$ cat src/rtl/cache_bridge_pkg.sv
// Shared definitions for the cache <-> RAM line bridge.
// Holds the bridge state encoding, the cmd_op encodings and the helper that
// derives the word-offset width from the line size.
package cache_bridge_pkg;

  typedef enum logic [1:0] {
    ST_IDLE = 2'd0,
    ST_WB   = 2'd1,
    ST_FILL = 2'd2,
    ST_DONE = 2'd3
  } state_e;

  localparam logic [1:0] OP_NOP    = 2'b00;
  localparam logic [1:0] OP_FILL   = 2'b01;
  localparam logic [1:0] OP_WB     = 2'b10;
  localparam logic [1:0] OP_WBFILL = 2'b11;

  // Word-offset width for a power-of-two line of `words` words.
  function automatic int unsigned calc_off_w(input int unsigned words);
    return $clog2(words);
  endfunction

endpackage

$ cat src/rtl/bridge_watchdog.sv
// RAM-ack wait watchdog for cache_mem_bridge.
// Counts consecutive cycles in which a RAM request is outstanding without an
// ack; the count restarts on every ack and whenever no request is active,
// which also covers each state entry of the bridge.
// Ports:
//   clk, clr    : clock, synchronous active-high reset
//   req, ack    : RAM request and acknowledge of the bridge
//   expired_c   : high in the wait cycle that reaches LIMIT (combinational)
module bridge_watchdog #(
  parameter int unsigned LIMIT = 255
) (
  input  logic clk,
  input  logic clr,
  input  logic req,
  input  logic ack,
  output logic expired_c
);

  localparam int unsigned CNT_W = $clog2(LIMIT + 1);

  logic [CNT_W-1:0] wait_q;

  // Wait counter; the bridge leaves its access state on expiry, so no saturation is needed.
  always_ff @(posedge clk) begin
    if (clr || !req || ack) begin
      wait_q <= '0;
    end else begin
      wait_q <= wait_q + CNT_W'(1);
    end
  end

  // This wait cycle is the LIMIT-th one in a row.
  assign expired_c = req && !ack && (wait_q == CNT_W'(LIMIT - 1));

endmodule

$ cat src/rtl/cache_mem_bridge.sv
// Moves whole cache lines between the cache data array and main RAM.
// Executes write-back (array -> RAM), fill (RAM -> array) or both in sequence,
// one word per acknowledged RAM access, offsets ascending, then pulses done.
// Optional macro CACHE_BRIDGE_TIMEOUT_EN adds an ack-wait watchdog that aborts
// the command with err=1 after TIMEOUT_CYC wait cycles on one word.
// Ports:
//   clk, clr                          : clock, synchronous active-high reset
//   cmd_valid/op/wb_line/fill_line    : command from the cache controller
//   cmd_ready                         : high only while idle
//   done, err                         : one-cycle completion pulse, timeout qualifier
//   arr_idx/arr_rdata/arr_we/arr_wdata: cache data array word port
//   ram_req/we/addr/wdata/ack/rdata   : RAM word port, req held until ack
module cache_mem_bridge
  import cache_bridge_pkg::*;
#(
  parameter int unsigned ADDR_W      = 16,
  parameter int unsigned DATA_W      = 16,
  parameter int unsigned LINE_WORDS  = 4,
  parameter int unsigned TIMEOUT_CYC = 255,
  localparam int unsigned OFF_W      = calc_off_w(LINE_WORDS),
  localparam int unsigned LINE_W     = ADDR_W - OFF_W
) (
  input  logic              clk,
  input  logic              clr,
  input  logic              cmd_valid,
  input  logic [1:0]        cmd_op,
  input  logic [LINE_W-1:0] cmd_wb_line,
  input  logic [LINE_W-1:0] cmd_fill_line,
  output logic              cmd_ready,
  output logic              done,
  output logic              err,
  output logic [OFF_W-1:0]  arr_idx,
  input  logic [DATA_W-1:0] arr_rdata,
  output logic              arr_we,
  output logic [DATA_W-1:0] arr_wdata,
  output logic              ram_req,
  output logic              ram_we,
  output logic [ADDR_W-1:0] ram_addr,
  output logic [DATA_W-1:0] ram_wdata,
  input  logic              ram_ack,
  input  logic [DATA_W-1:0] ram_rdata
);

  localparam logic [OFF_W-1:0] LAST_IDX = OFF_W'(LINE_WORDS - 1);

  state_e            state_q, state_d;
  logic [OFF_W-1:0]  cnt_q, cnt_d;
  logic [1:0]        op_q, op_d;
  logic [LINE_W-1:0] wb_line_q, wb_line_d;
  logic [LINE_W-1:0] fill_line_q, fill_line_d;
  logic [LINE_W-1:0] line_sel;
  logic              expired_c;

  // State and command registers.
  always_ff @(posedge clk) begin
    if (clr) begin
      state_q     <= ST_IDLE;
      cnt_q       <= '0;
      op_q        <= OP_NOP;
      wb_line_q   <= '0;
      fill_line_q <= '0;
    end else begin
      state_q     <= state_d;
      cnt_q       <= cnt_d;
      op_q        <= op_d;
      wb_line_q   <= wb_line_d;
      fill_line_q <= fill_line_d;
    end
  end

  // Next state and port controls; arr_we follows ram_ack in the same cycle.
  always_comb begin
    state_d     = state_q;
    cnt_d       = cnt_q;
    op_d        = op_q;
    wb_line_d   = wb_line_q;
    fill_line_d = fill_line_q;
    line_sel    = '0;
    cmd_ready   = 1'b0;
    done        = 1'b0;
    ram_req     = 1'b0;
    ram_we      = 1'b0;
    arr_we      = 1'b0;
    case (state_q)
      ST_IDLE: begin
        cmd_ready = 1'b1;
        if (cmd_valid) begin
          op_d        = cmd_op;
          wb_line_d   = cmd_wb_line;
          fill_line_d = cmd_fill_line;
          cnt_d       = '0;
          case (cmd_op)
            OP_WB, OP_WBFILL: state_d = ST_WB;
            OP_FILL:          state_d = ST_FILL;
            OP_NOP:           state_d = ST_DONE;
          endcase
        end
      end
      ST_WB: begin
        ram_req  = 1'b1;
        ram_we   = 1'b1;
        line_sel = wb_line_q;
        if (ram_ack) begin
          // Wraps to 0 at the line end, so a following fill starts at offset 0.
          cnt_d = cnt_q + OFF_W'(1);
          if (cnt_q == LAST_IDX) begin
            state_d = (op_q == OP_WBFILL) ? ST_FILL : ST_DONE;
          end
        end else if (expired_c) begin
          state_d = ST_DONE;
          cnt_d   = '0;
        end
      end
      ST_FILL: begin
        ram_req  = 1'b1;
        line_sel = fill_line_q;
        arr_we   = ram_ack;
        if (ram_ack) begin
          cnt_d = cnt_q + OFF_W'(1);
          if (cnt_q == LAST_IDX) begin
            state_d = ST_DONE;
          end
        end else if (expired_c) begin
          state_d = ST_DONE;
          cnt_d   = '0;
        end
      end
      ST_DONE: begin
        done    = 1'b1;
        cnt_d   = '0;
        state_d = ST_IDLE;
      end
      default: state_d = ST_IDLE;
    endcase
  end

  assign arr_idx   = cnt_q;
  assign ram_addr  = {line_sel, cnt_q};
  assign ram_wdata = arr_rdata;
  assign arr_wdata = ram_rdata;

`ifdef CACHE_BRIDGE_TIMEOUT_EN
  logic err_q;

  bridge_watchdog #(
    .LIMIT (TIMEOUT_CYC)
  ) u_watchdog (
    .clk       (clk),
    .clr       (clr),
    .req       (ram_req),
    .ack       (ram_ack),
    .expired_c (expired_c)
  );

  // err is set on the abort edge so it coincides with the done pulse.
  always_ff @(posedge clk) begin
    if (clr) begin
      err_q <= 1'b0;
    end else if (expired_c) begin
      err_q <= 1'b1;
    end else if (state_q == ST_DONE) begin
      err_q <= 1'b0;
    end
  end

  assign err = err_q;
`else
  assign expired_c = 1'b0;
  // Constant 0; TIMEOUT_CYC has no effect without the watchdog.
  assign err = 1'b0 & (TIMEOUT_CYC != 0);
`endif

endmodule

$ cat config.mk
export PLATFORM = sky130hd
export DESIGN_NAME = cache_mem_bridge
export DESIGN_NICKNAME = d
export VERILOG_FILES = /design/src/rtl/cache_bridge_pkg.sv /design/src/rtl/bridge_watchdog.sv /design/src/rtl/cache_mem_bridge.sv
export SDC_FILE = /design/constraint.sdc
export NUM_CORES = 1
export LEC_CHECK = 0
export CAP_MARGIN = 40
export CORE_MARGIN = 2
export CORE_UTILIZATION = 39
export CTS_CLUSTER_DIAMETER = 80
export DETAILED_ROUTE_END_ITERATION = 8
export GPL_TIMING_DRIVEN = 0
export PLACE_DENSITY = 0.91
export SETUP_SLACK_MARGIN = 0.05
export SLEW_MARGIN = 25
export SYNTH_ARGS = -nofsm -noshare
export SYNTH_HDL_FRONTEND = slang
export SYNTH_SLANG_ARGS = --single-unit
$ cat constraint.sdc
create_clock -name clk -period 3.11 [get_ports clk]
set_input_delay 0.4665 -clock clk [delete_from_list [all_inputs] [get_ports clk]]
set_output_delay 0.4665 -clock clk [all_outputs]
set_load 0.05 [all_outputs]
# Word-level counts from Yosys, hierarchy flattened
# Index checks and enable logic that the tools add are counted.
classes:
  eq_ne: 14
  n_addsub: 1
  n_reduce_logical: 7
  n_mux: 17
op_table:
  columns: ["cell", "n"]
  rows:
  - ["one-hot mux 14 bit (2 select lines)", 1]
  - ["two-way mux 2 bit", 7]
  - ["equality test 2 bit (second input constant)", 6]
  - ["one-hot mux 2 bit (3 select lines)", 2]
  - ["inequality test 2 bit (second input constant)", 5]
  - ["one-hot mux 2 bit (4 select lines)", 1]
  - ["two-way mux 1 bit", 6]
  - ["AND reduction 5 bit", 1]
  - ["equality test 2 x 1 -> 1 bit (second input constant)", 2]
  - ["zero test 2 bit", 2]
  - ["AND reduction 2 bit", 2]
  - ["OR reduction 2 bit", 2]
  - ["adder 2 x 1 -> 2 bit (second input constant)", 1]
  - ["inequality test 2 x 1 -> 1 bit (second input constant)", 1]
totals:
  out_inout_bits: 56
  ff_bits: 34
  in_bits: 66
  elab_cells: 44

# Longest topological paths before layout
# Gate-level depths: netlist (run 1).
depth:
  depth_word: 5
  mapped_depth: 6
  ltp_nobuf: 5

# Worst setup path after synthesis (run 1)
# Ideal clock, no wire load.
synth_path:
  kind: "reg-to-output"
  startpoint: "reg state_q[0]"
  endpoint: "out ram_addr[10]"
  arrival_ns: 2.117
  path_stages_with_launch: 5
  required_ns: 2.643
  slack_ns: 0.527
  path_buffers: 1
  path_cell_list: "dfxtp_1 -> inv_1 -> ha_1 -> clkbuf_1 -> nor2b_1"
synth_via:
  elab_chain_cells: 2
  elab_cells_between_ends: 3
  classes_between: "eq/ne (2); mux (1)"
synth_rtl:
  columns: ["item", "line_no", "rtl"]
  rows:
  - ["from (decl)", "cache_mem_bridge.sv:46", "state_e state_q, state_d;"]
  - ["from (signal assigned)", "cache_mem_bridge.sv:63", "state_q <= state_d;"]
  - ["equality test 2 bit or equality test 2 x 1 -> 1 bit (tied branches)", "cache_mem_bridge.sv:84", "case (state_q)"]
  - ["one-hot mux 14 bit (2 select lines) *", "cache_mem_bridge.sv:84", null]
  - ["to (decl)", "cache_mem_bridge.sv:38", "output logic [ADDR_W-1:0] ram_addr,"]
# Every way passes the cells marked *; elsewhere a longest branch is shown, timed or not.

# Worst setup path in the final report (run 1)
layout_path:
  startpoint: "reg state_q[0]"
  endpoint: "out ram_addr[4]"
# The elaborated chain is that of the path after synthesis.

==> metrics.yaml, run 1 <==
status:
  status: "finished clean"
worst_setup_path:
  critPathBufInv: 3
  slowest_stage: "dlygate4sd2_1"
  worst_setup_path_end_kind: "primary output"
  crit_family: "buffers and inverters"
  critPathMaxStageDelay_ps: 560
  critPathLaunchType: "flip-flop"
  r2r_start: "state_q[0]$_SDFFE_PP0P_"
  path_class: "flip-flop to primary output"
  crit_chain: "inv_1 > ha_1 > clkbuf_1 > nor2b_1 > dlygate4sd2_1"
  cp.arrival_ps: 2400
  required_ps: 2640
  r2r_setup_slack_ps: 1550
  r2r_cells: 5
  worst-path-max-fanout: 10
  r2r-end: "arr_idx[1]$_SDFFE_PP0P_"
clock_tree:
  clock_latency_ps: 280
  clock_sinks: 34
  tritoncts: "built"
  cts_made_buffers: 5
  cts_max_level: 2
  clk_pin_slew_ps: 70
  cts_root_buffer: "clkbuf_8"
  cts_buffer_depth: 2
power:
  clkPwrFrac_pct: 16.0
  power.switching_uw: 909
  combPwrFrac_pct: 56.5
  leakage_uw: 0.00120
  power.density_nw_per_um2: 703
  seqPwrFrac_pct: 27.5
  p_total_uw: 2040
  internal-power_uw: 1140
  swShare_pct: 44.4
  vdd_ir_drop_max_mv: 0.309
yosys:
  synth.top_cell.area_share_pct: 36.0
  synth.largest_area_cell: "dfxtp_1"
  synth-main-ff-cell: "dfxtp_1"
  ys_types: 26
  avgSynthCellArea_um2: 7.99
  yosys_warnings: 0
  synth_cells: 237
  ys_seq_area_share_pct: 36.0
  synth-seq-cells: 34
  synth_top_cells_by_area: "dfxtp_1 36%, buf_4 15%, nand2_1 12%, a21oi_1 8.5%, a22oi_1 5.6%"
  synth-edff-count: 0
  async_reset_ff_share_pct: 0
  syn_nets: 311
  synthesis.area_um2: 1890
routing:
  post-route-drc-count: 0
  routedWlPerCell_um: 13.3
  drt_iter0_markers: 83
  vias_per_cell: 4.81
  first_pass_iters: 4
  vias: 1858
  wl_um: 5140
  ant_nets: 0
sta:
  grt_setup_unrepaired: "false"
  timing.final.crit_share_pct: 92.3
  worst_slew_pin_slew_ps: 541
  maxSlewHeadroom_pct: 63.8
  hold_viol: 0
  fin_skew_ps: 2.16
  period_needed_ps: 2870
  fmax_mhz: 348
  drv_slew: 0
  final-setup-viol-count: 0
  holdWs_ps: 455
  setup_tns_ps: 0
finish:
  area_delta_synth_final_pct: 53.7
  post-route-util_pct: 62.0
  drive_gt1_share_pct: 16.9
  num_antenna_cells: 0
  nets: 405
place:
  port-buffer-count: 87
  place.gp.congestion: 0.820
  hpwlAfterDp_um: 3920
grt:
  grt_pass1_wl_um: 7870
  grt_usage_pct: 19.1
  grt-ovfl-total: 0
  antenna_found_initial: 0
  grt_max_degree: 11
  first_global_vias: 1738
run:
  maxCapViolCount: 0
min_path:
  hold_start: "wb_line_q[12]$_SDFFE_PP0P_"
  min_to: "wb_line_q[12]$_SDFFE_PP0P_"
  worst_hold_path_type: "flip-flop to flip-flop"
  hold_depth: 2
floorplan:
  die_h_um: 73.7
  die_area_um2: 5430
  fp.dieW_um: 73.7
  core_area_um2: 4690
  start_util_pct: 40.3
  ios: 122
  num_rows: 25
-- worst min-delay path, cell delays in order, from the launching register on --
cell and delay [ps]:
dfxtp_1 310, nand2_1 50, a21oi_1 50
-- Yosys cell counts, drive strengths merged (2+ instances only) --
cell,number
inv,3
ha,8
dfxtp,34
clkbuf,4
a22oi,14
o21ai,2
buf,46
a21oi,32
nand2,62
nor2b,15
a31oi,2
and2,2
o21bai,2
-- kinds of logic after synthesis --
logic type	Yosys count	synth area share, %
DFF	34	36.0
other	1	0.198
adders and majority gates	8	5.29
muxes	1	0.529
AOI/OAI and AO/OA	56	19.2
buffers and inverters	53	19.0
and+or+nand+nor	84	19.8
-- flip-flops by register name, summed over array words and instances (netlist names) --
signal	flops
arr_idx	2
op_q	2
state_q	2
wb_line_q	14
fill_line_q	14
-- layout by cell type (no fill, tap or decap), types with 3 or more instances in the layout --
master,instances
clkdlybuf4s50_1,77
inv_1,3
ha_1,8
nand2_1,62
dlygate4sd2_1,10
dfxtp_1,34
buf_2,6
clkbuf_1,5
a22oi_1,14
nor2b_1,15
clkbuf_8,6
a21oi_1,32
buf_4,39
-- worst max-delay path by stage --
stage | from | to | slack, ps | depth (start not counted)
2_1_floorplan | state_q[0]$_SDFFE_PP0P_ | ram_addr[10] | 530 | 4
3_3_place_gp | state_q[1]$_SDFFE_PP0P_ | ram_addr[9] | 310 | 5
3_5_place_dp | state_q[0]$_SDFFE_PP0P_ | ram_addr[4] | 300 | 5
4_1_cts | state_q[0]$_SDFFE_PP0P_ | ram_addr[4] | 270 | 5
5_1_grt | state_q[0]$_SDFFE_PP0P_ | ram_addr[4] | 120 | 5
6_report | state_q[0]$_SDFFE_PP0P_ | ram_addr[4] | 240 | 5
-- final cells by class --
type | instances | area, µm²
inverters | 3 | 11.3
fillers | 412 | 1780
clock buffers | 7 | 86.3
repair buffers | 87 | 858
plain buffers | 50 | 349
clock inverters | 1 | 5.00
well taps | 54 | 67.6
multi-input cells | 150 | 852
flip-flops and latches | 34 | 681
-- stage by stage --
step / worst slack [ps] / cells / instance area (µm²)
finish: 240 / 386 / 2910
global route: 120 / 386 / 2910
CTS: 267 / 386 / 2910
detailed placement: 304 / 378 / 2830
global placement: 314 / 378 / 2830
floorplan: 527 / 237 / 1890
-- per-layer routing --
| layer | vias to the layer above | routed length, µm | track usage (%) |
|---|---|---|---|
| met2 | 84 | 2540 | 32.2 |
| met1 | 830 | 2110 | 22.1 |
| met4 | 0 | 117 | 9.90 |
| met5 | - | 0 | 0 |
| li1 | 932 | - | - |
| met3 | 12 | 372 | 5.08 |
-- timing repair --
item | CTS | global route
setup buffers | 0 | 0
resized for setup | 10 | 0
setup endpoints to repair | 10 | 0
hold buffers | 0 | 0
-- power groups by stage --
stage,sequential [µW],clock [µW],combinational [µW]
2_1_floorplan,569,0,832
3_3_place_gp,566,0,1130
3_5_place_dp,571,0,1150
4_1_cts,561,338,1150
5_1_grt,571,360,1240
6_report,562,327,1150
(Power assumes the default switching activity.)
==> run 2: changes to the inputs <==
--- a/config.mk
+++ b/config.mk
@@ -8,6 +8,7 @@
 export CAP_MARGIN = 40
 export CORE_MARGIN = 2
 export CORE_UTILIZATION = 39
+export CTS_BUF_LIST = sky130_fd_sc_hd__clkbuf_16
 export CTS_CLUSTER_DIAMETER = 80
 export DETAILED_ROUTE_END_ITERATION = 8
 export GPL_TIMING_DRIVEN = 0
==> run 2 against run 1 <==
Critical path depth is the same. Clock power grew 41%. Core utilization grew 0.99 points. Clock-buffer cell count shrank 2. Die area is the same. Worst setup slack gained 6.5 ps. Via count grew 1.1%. Combinational power is essentially flat. Critical endpoint unchanged.
==> metrics.yaml, run 2 (synthesis results as in run 1) <==
power:
  vdd_ir_drop_max_mv: 0.385  # +25%
  seqPwrFrac_pct: 25.9  # -1.6 points
  leakage_uw: 0.00122  # +2.0%
  swShare_pct: 42.7  # -1.8 points
  internal-power_uw: 1250  # +9.8%
  power.density_nw_per_um2: 736  # +4.8%
  combPwrFrac_pct: 53.0  # -3.5 points
  clkPwrFrac_pct: 21.1  # +5.1 points
  power.switching_uw: 929  # +2.2%
worst_setup_path:
  critPathLaunchType: "flip-flop"
  cp.arrival_ps: 2400  # about the same
  worst-path-max-fanout: 10  # unchanged
  required_ps: 2640  # about the same
  worst_setup_path_end_kind: "primary output"
  r2r_cells: 5  # unchanged
  path_class: "flip-flop to primary output"
floorplan:
  ios: 122  # unchanged
  fp.dieW_um: 73.7  # unchanged
  num_rows: 25  # unchanged
  start_util_pct: 40.3  # unchanged
  core_area_um2: 4690  # unchanged
  die_area_um2: 5430  # unchanged
  die_h_um: 73.7  # unchanged
clock_tree:
  clock_sinks: 34  # unchanged
  clk_pin_slew_ps: 50  # -20 ps
  clock_latency_ps: 280  # about the same
  cts_made_buffers: 5  # unchanged
  cts_root_buffer: "clkbuf_16"
  tritoncts: "built"
  cts_buffer_depth: 2  # unchanged
  hold_buffers: 0  # unchanged
  cts_max_level: 2  # unchanged
sta:
  fmax_mhz: 349  # +0.23%
  final-setup-viol-count: 0  # unchanged
  drv_slew: 0  # unchanged
  worst_slew_pin_slew_ps: 540  # -0.398 ps
  grt_setup_unrepaired: "false"
  timing.final.crit_share_pct: 92.1  # -0.21 points
  holdWs_ps: 453  # -1.69 ps
  setup_tns_ps: 0  # unchanged
  fin_skew_ps: 3.04  # +0.879 ps
  period_needed_ps: 2860  # -6.46 ps
  maxSlewHeadroom_pct: 63.9  # about the same
  hold_viol: 0  # unchanged
place:
  port-buffer-count: 87  # unchanged
  hpwlAfterDp_um: 3920  # unchanged
  place.gp.congestion: 0.820  # unchanged
grt:
  grt_max_degree: 11  # unchanged
  antenna_found_initial: 0  # unchanged
  grt-ovfl-total: 0  # unchanged
  first_global_vias: 1744  # +0.35%
  grt_usage_pct: 19.5  # +0.37 points
  grt_pass1_wl_um: 7980  # +1.3%
finish:
  top_regs: "fill_line_q: 14 flops, wb_line_q: 14 flops"
  nets: 405  # unchanged
  post-route-util_pct: 63.0  # +0.99 points
  drive_gt1_share_pct: 16.6  # -0.30 points
  final_common_cell: "clkdlybuf4s50_1"
  layout_common_cells: "77 x clkdlybuf4s50_1, 62 x nand2_1, 39 x buf_4"
  num_antenna_cells: 0  # unchanged
  area_delta_synth_final_pct: 56.2
routing:
  routedWlPerCell_um: 13.4  # +0.66%
  wl_um: 5170  # +0.66%
  vias: 1879  # +1.1%
  post-route-drc-count: 0  # unchanged
  first_pass_iters: 5  # +1
  drt_iter0_markers: 84  # +1.2%
  ant_nets: 0  # unchanged
  vias_per_cell: 4.87  # +1.1%
status:
  status: "finished clean"
run:
  maxCapViolCount: 0  # unchanged
min_path:
  hold_depth: 2  # unchanged
  worst_hold_path_type: "flip-flop to flip-flop"
==> run 2: cell types whose count changed in the layout (fill, tap and decap cells not counted), sizes merged <==
cell | previous run | this run
clkinv | 1 | 2
inv | 3 | 4
clkbuf | 11 | 9
==> run 2: area by class of cell <==
cell class,count,area [µm²]
Fill cell,406,1740
Timing Repair Buffer,87,858
Multi-Input combinational cell,150,852
Sequential cell,34,681
Buffer,50,349
Clock buffer,5,125
Tap cell,54,67.6
Clock inverter,3,12.5
Inverter,3,11.3
==> run 2: worst paths after layout <==
check | startpoint | end | slack, ps
setup / recovery | state_q[0]$_SDFFE_PP0P_ | ram_addr[4] | 250
hold reg to reg | wb_line_q[12]$_SDFFE_PP0P_ | wb_line_q[12]$_SDFFE_PP0P_ | 450
setup reg to reg | state_q[0]$_SDFFE_PP0P_ | arr_idx[1]$_SDFFE_PP0P_ | 1560
hold / removal | wb_line_q[12]$_SDFFE_PP0P_ | wb_line_q[12]$_SDFFE_PP0P_ | 450
==> run 2: routing by layer <==
layer / part of all wire (%) / vias to the layer above / GRT usage, %
li1: - / 935 / -
met1: 39 / 847 / 22.3
met2: 50 / 81 / 32.5
met3: 7.2 / 16 / 5.35
met4: 3.1 / 0 / 10.9
met5: 0 / - / 0
==> run 2: per-stage QoR <==
step	worst slack, ps	instance area, µm²	total power [µW]	std cells
2_1_floorplan	527	1890	1400	237
6_report	246	2960	2180	386
3_3_place_gp	314	2830	1690	378
5_1_grt	137	2960	2300	386
3_5_place_dp	304	2830	1730	378
4_1_cts	278	2960	2180	386
==> run 2: worst max-delay path: stages (launching register included) <==
cell	delay (ps)
dfxtp_1	390
inv_1	130
ha_1	510
clkbuf_1	330
nor2b_1	190
dlygate4sd2_1	560
==> run 2: what timing repair did <==
item,CTS,global route
endpoints found under the setup margin,10,0
gates resized for setup,10,0
buffers inserted,0,0
==> run 2: power groups by stage <==
stage	combinational (µW)	clock [µW]	sequential, µW
after CTS	1150	469	562
after detailed placement	1150	0	571
after global placement	1130	0	566
final	1150	460	563
after floorplan	832	0	569
after global routing	1240	488	572
